File: src/rtl/mod_n_timer.sv
// Loadable cascaded modulo-N down-counter (default MM:SS countdown) with
// saturating stop at zero, done pulse, load clamping, optional auto-reload.
module mod_n_timer #(
  parameter int                            NUM_DIGITS  = 4,
  parameter int                            DIGIT_W     = 4,
  parameter logic [NUM_DIGITS*DIGIT_W-1:0] MOD_LIST    = 16'hA_A_6_A,
  parameter bit                            AUTO_RELOAD = 1'b0
) (
  input  logic                          clk,
  input  logic                          clr,
  input  logic                          en,
  input  logic                          loadn,
  input  logic [NUM_DIGITS*DIGIT_W-1:0] data,
  output logic [NUM_DIGITS*DIGIT_W-1:0] out,
  output logic [NUM_DIGITS-1:0]         tc,
  output logic                          zero,
  output logic                          done
);

  localparam int W = NUM_DIGITS * DIGIT_W;

  genvar gi;
  generate
    for (gi = 0; gi < NUM_DIGITS; gi++) begin : g_mod_chk
      if (MOD_LIST[gi*DIGIT_W +: DIGIT_W] < 2) begin : g_bad_mod
        $error("mod_n_timer: digit modulus must be at least 2");
      end
    end
  endgenerate

  function automatic logic [DIGIT_W-1:0] mod_of(input int idx);
    return MOD_LIST[idx*DIGIT_W +: DIGIT_W];
  endfunction

  function automatic logic [DIGIT_W-1:0] clamp_digit(input logic [DIGIT_W-1:0] d,
                                                      input int idx);
    return (d >= mod_of(idx)) ? (mod_of(idx) - 1'b1) : d;
  endfunction

  logic [W-1:0]          r_out;
  logic [W-1:0]          r_rel;
  logic [NUM_DIGITS-1:0] r_tc;
  logic                  r_zero;
  logic                  r_done;

  logic [W-1:0]          w_dec;
  logic [W-1:0]          w_clamp;
  logic [NUM_DIGITS-1:0] w_wrap;
  logic                  w_dec_zero;
  logic                  w_clamp_zero;

  // Borrow ripples upward only through digits that are already 0;
  // a zero digit receiving a borrow wraps to its modulus minus one.
  always_comb begin
    logic                v_borrow;
    logic [DIGIT_W-1:0]  v_d;
    v_borrow = 1'b1;
    w_dec    = '0;
    w_clamp  = '0;
    w_wrap   = '0;
    for (int i = 0; i < NUM_DIGITS; i++) begin
      v_d = r_out[i*DIGIT_W +: DIGIT_W];
      w_wrap[i] = v_borrow && (v_d == '0);
      if (!v_borrow)
        w_dec[i*DIGIT_W +: DIGIT_W] = v_d;
      else if (v_d == '0)
        w_dec[i*DIGIT_W +: DIGIT_W] = mod_of(i) - 1'b1;
      else
        w_dec[i*DIGIT_W +: DIGIT_W] = v_d - 1'b1;
      v_borrow = v_borrow && (v_d == '0);
      w_clamp[i*DIGIT_W +: DIGIT_W] = clamp_digit(data[i*DIGIT_W +: DIGIT_W], i);
    end
    w_dec_zero   = (w_dec == '0);
    w_clamp_zero = (w_clamp == '0);
  end

  // r_zero always mirrors (r_out == 0), so it doubles as the stop condition.
  always_ff @(posedge clk) begin
    if (clr) begin
      r_out  <= '0;
      r_rel  <= '0;
      r_zero <= 1'b1;
      r_done <= 1'b0;
      r_tc   <= '0;
    end else if (!loadn) begin
      r_out  <= w_clamp;
      r_rel  <= w_clamp;
      r_zero <= w_clamp_zero;
      r_done <= 1'b0;
      r_tc   <= '0;
    end else if (en && !r_zero) begin
      r_out  <= w_dec;
      r_zero <= w_dec_zero;
      r_done <= w_dec_zero;
      r_tc   <= w_wrap;
    end else if (en && AUTO_RELOAD) begin
      r_out  <= r_rel;
      r_zero <= (r_rel == '0);
      r_done <= 1'b0;
      r_tc   <= '0;
    end else begin
      r_done <= 1'b0;
      r_tc   <= '0;
    end
  end

  assign out  = r_out;
  assign tc   = r_tc;
  assign zero = r_zero;
  assign done = r_done;

endmodule

File: config.mk
export PLATFORM = sky130hd
export DESIGN_NAME = mod_n_timer
export DESIGN_NICKNAME = d
export VERILOG_FILES = /design/src/rtl/mod_n_timer.sv
export SDC_FILE = /design/constraint.sdc
export NUM_CORES = 1
export LEC_CHECK = 0
export CAP_MARGIN = 30
export CORE_MARGIN = 2
export CORE_UTILIZATION = 46
export DETAILED_ROUTE_END_ITERATION = 8
export PLACE_DENSITY = 0.87
export REMOVE_ABC_BUFFERS = 1
export SLEW_MARGIN = 20
export SYNTH_ARGS = -nofsm -noshare
export SYNTH_HDL_FRONTEND = slang
export SYNTH_SLANG_ARGS = --single-unit
File: constraint.sdc
create_clock -name clk -period 2.1 [get_ports clk]
set_input_delay 0.315 -clock clk [delete_from_list [all_inputs] [get_ports clk]]
set_output_delay 0.315 -clock clk [all_outputs]
set_load 0.05 [all_outputs]
* After elaboration in Yosys (flattened, before gate mapping)
Index checks and enable logic that the tools add are counted.
W data, S select, Z words.
** Storage, ports and cells
- Output and inout bits :: 22
- Bits in latches :: 0
- Bits in read-only memories :: 0
- RAM bits :: 0
- Memories kept :: 0
- Bits in registers :: 22
** Cells by class
- Multiplexer cells :: 15
- Reduce and logical (&&, ||, !) cells :: 12
- Add/sub/neg operators :: 4
- Bitwise gates (word level) :: 2
- Magnitude comparators :: 4
- Multipliers :: 0
- Shifts and indexed selects :: 0
- Div/mod/pow operators :: 0
- Eq/ne operators :: 1
** Operators by type and width (number)
- $mux W4 :: 11
- $logic_not A16 Y1 :: 2
- $mux W16 :: 2
- $logic_not A4 Y1 :: 4
- $sub A4 B1 Y4 const B :: 4
- $ge A4 B4 Y1 const B :: 3
- $ge A4 B3 Y1 const B :: 1
- $logic_and A1 B1 Y1 :: 4
- $reduce_or A3 Y1 :: 1
- $mux W1 :: 2
- $ne A2 B1 Y1 const B :: 1
- $not A1 Y1 :: 2
- $logic_not A1 Y1 :: 1

* Depth between registers and ports, before layout
- Depth in word-level cells :: 7
- Depth in mapped cells :: 6
- Gate-level depth less buffers :: 4

* Worst setup path after synthesis
Ideal clock, no wire load.
- Kind :: flip-flop to flip-flop
- Start :: reg r_out[0] (netlist: out[0])
- End :: reg r_out[13] (netlist: out[13])
- Arrival :: 1.947 ns
- Setup slack :: 0.023 ns
- Period minus slack after synthesis :: 2.077 ns
- Library setup time :: 0.130 ns
- Required time :: 1.970 ns
- Buffers on the path :: 2
- Cell stages (with the launch flop) :: 7
- Cells stage by stage :: dfxtp_1 > buf_6 > or4_4 > buf_6 > nor4_1 > mux2i_1 > o22ai_1
** Between the ends
- Cells in the longest elaborated chain, start to end :: 6
** RTL lines
- from (decl) :: RTL line 40 : logic [W-1:0] r_out;
- from (signal assigned) :: RTL line 86 : r_out <= w_clamp;
- from (signal assigned) :: RTL line 92 : r_out <= w_dec;
- from (signal assigned) :: RTL line 97 : r_out <= r_rel;
- $logic_not A4 Y1 :: RTL line 70 : v_borrow = v_borrow && (v_d == '0);
- $logic_and A1 B1 Y1 (2 in series) :: RTL line 70
- $mux W4 :: RTL line 64 : if (!v_borrow)
- $mux W16 :: RTL line 91 : end else if (en && !r_zero) begin
- $mux W16 :: RTL line 85 : end else if (!loadn) begin
Every way passes these cells. The select of a mux whose other input is x is not followed.
A chain may end at the register's enable or synchronous reset.

* Worst setup path after layout
- Start :: reg r_out[8] (netlist: out[8])
- End :: out out[8]
** RTL lines
- to (decl) :: RTL line 14 : output logic [NUM_DIGITS*DIGIT_W-1:0] out,
No word-level cell between the ends.

==> flow_summary.ini <==
[timing]
period_share_pct = 96.9
clock_skew_ns = 0.0114
hold_viol = 0
maxSlewViolCount = 0
final-setup-viol-count = 0
max_freq_mhz = 491
period_needed_ns = 2.03
worstMarginPinSlew_ns = 0.586
slew_headroom_pct = 60.6
rsz0062_at_grt = false

[pwr]
p_leak_nw = 0.628
max-vdd-ir-drop_uv = 386
powerDensity_nw_per_um2 = 601
power_mw = 1.08

[cts]
clockRootBuffer = clkbuf_4
cts.sinks = 22
cts_buffer_depth = 2
cts_made_buffers = 3
cts_hold_buf = 0
htree_levels = 1
cts.clk_slew.worst_paths_ns = 0.13
cts_tree = done
insertion_delay_ns = 0.32

[yosys]
synthTopCellsByArea = dfxtp_1 (34%), nor2_1 (5.2%), nor4_1 (3.8%), nor2b_1 (3.3%), mux2i_1 (3.1%)
yosysTopAreaCell = dfxtp_1
synth.top_cell.area_share_pct = 33.7
syn_inst = 149
avgSynthCellArea_um2 = 8.78
synth-edff-count = 0
synth-async-reset-ratio_pct = 0
syn_area_um2 = 1310
synth_warnings = 0
ys_seq_area_share_pct = 33.7
synthDistinctLibCells = 50
synth_ff_type = dfxtp_1
ys_ff_latch = 22

[routing]
vias_per_cell = 6.26
drc = 0
drt-initial-drc-count = 77
dr.pass1.iters = 7
vias = 1409
ant_nets = 0
routedWlPerCell_um = 16.5
wl_mm = 3.70

[cells_and_area]
antennaDiodeCount = 0
fin_util_pct = 65.6
fin_nets = 215
final_cell_mix = clkdlybuf4s50_1 (40), dfxtp_1 (22), nor2_1 (18), buf_4 (9)
layout-drive-gt1-share_pct = 12.4
multi_input_area_um2 = 793
seq_area_um2 = 440
syn_to_final_growth_pct = 37.1
fillers = 230
final_common_cell = clkdlybuf4s50_1

[floorplan]
dieArea_um2 = 3290
coreArea_um2 = 2730
die_w_um = 57.3
boundaryPins = 42
row_count = 19
initial_utilization_pct = 47.8
chipHeight_um = 57.3

[critical_path]
critPathBufInv = 1
cp.required_ns = 1.78
worstSetupEndpointType = primary output
slowest_delay_ns = 0.87
worstPathMaxFanout = 8
start_kind = flop
worstPathArrival_ns = 1.72
crit_family = buffers and inverters
crit_chain = clkdlybuf4s50_1
cpMaxStageDelayCell = clkdlybuf4s50_1
worstSetupPathType = reg -> out

[grt]
antenna_found_initial = 0
grt_pass1_vias = 1334
grt_usage_pct = 23.3
grt_overflow = 0
grt_start_max_net_pins = 17
grt_first_pass_wirelength_mm = 6.11

[run_status]
status = finished, final reports clean

[placement]
hpwl_mm = 2.80
gp_congestion = 0.879
port_buffers = 41

[job]
cap_violations = 0

[hold_path]
worstHoldPathType = reg -> reg
metal layers:
layer	track usage (%)	wire length [µm]	up-vias
met5	0	0	-
met4	9.63	91	0
met3	3.17	260	14
met2	37.9	1820	73
met1	31.1	1540	655
li1	-	-	667
final timing paths:
kind / start / cells after the start / slack (ns) / endpoint
setup / recovery: out[8] / 1 / 0.07 / out[8]
hold / removal: out[7] / 1 / 0.54 / out[7]
setup reg to reg: out[0] / 4 / 0.14 / out[13]
hold reg to reg: out[7] / 1 / 0.54 / out[7]
cell usage after synthesis (all sizes together) (2+ instances only):
library cell,count
a21oi,4
or4,4
nor2b,7
xnor2,3
nor2,18
o22ai,3
a311oi,3
nor4b,2
nand2,7
nand3,3
dfxtp,22
mux2i,4
or2,2
and3,3
or3,2
buf,3
clkbuf,5
nor3b,3
o21ai,4
nand4,3
o211ai,2
nor3,5
a31oi,3
xor2,2
nor4,9
o41ai,2
a211oi,5
per-stage QoR:
| stage | hold WS (ns) | instances | TNS [ns] | instance area (µm²) | setup slack [ns] |
|---|---|---|---|---|---|
| 3_5_place_dp | 0.514 | 221 | -0.0340 | 1750 | -0.0340 |
| 4_1_cts | 0.536 | 225 | 0 | 1780 | 0.0679 |
| 2_1_floorplan | 0.380 | 140 | 0 | 1230 | 0.141 |
| 3_3_place_gp | 0.505 | 221 | 0 | 1750 | 0.0773 |
| 5_1_grt | 0.574 | 225 | 0 | 1790 | 0.0173 |
| 6_report | 0.536 | 225 | 0 | 1790 | 0.0653 |
logic make-up after synthesis:
kind of cell / synth area share, %
AO/OA/AOI/OAI: 19.8
XOR/XNOR: 3.35
buffers and inverters: 6.12
flip-flops: 33.7
multiplexers: 3.92
AND/OR/NAND/NOR: 33.1
state kept, by name, indices dropped and copies added (netlist names):
signal / flops
zero: 1
out: 16
tc: 4
done: 1
repair_timing:
item | in CTS | in global routing
buffers inserted | 0 | 0
gates resized for setup | 0 | 2
endpoints found under the setup margin | 0 | 1
power breakdown:
group          switching (mW)  internal (mW)
clock                   0.140          0.106
combinational           0.201          0.148
sequential             0.0417          0.441
total                   0.383          0.694
layout make-up:
type / instances / share of cell area, %
sequential: 22 / 24.6
inverter: 1 / 0.209
multi-input combinational: 117 / 44.2
tap: 31 / 2.16
timing repair buffer: 50 / 26.8
clock buffer: 4 / 2.02
Note: power is estimated with default switching activity, not from simulation.
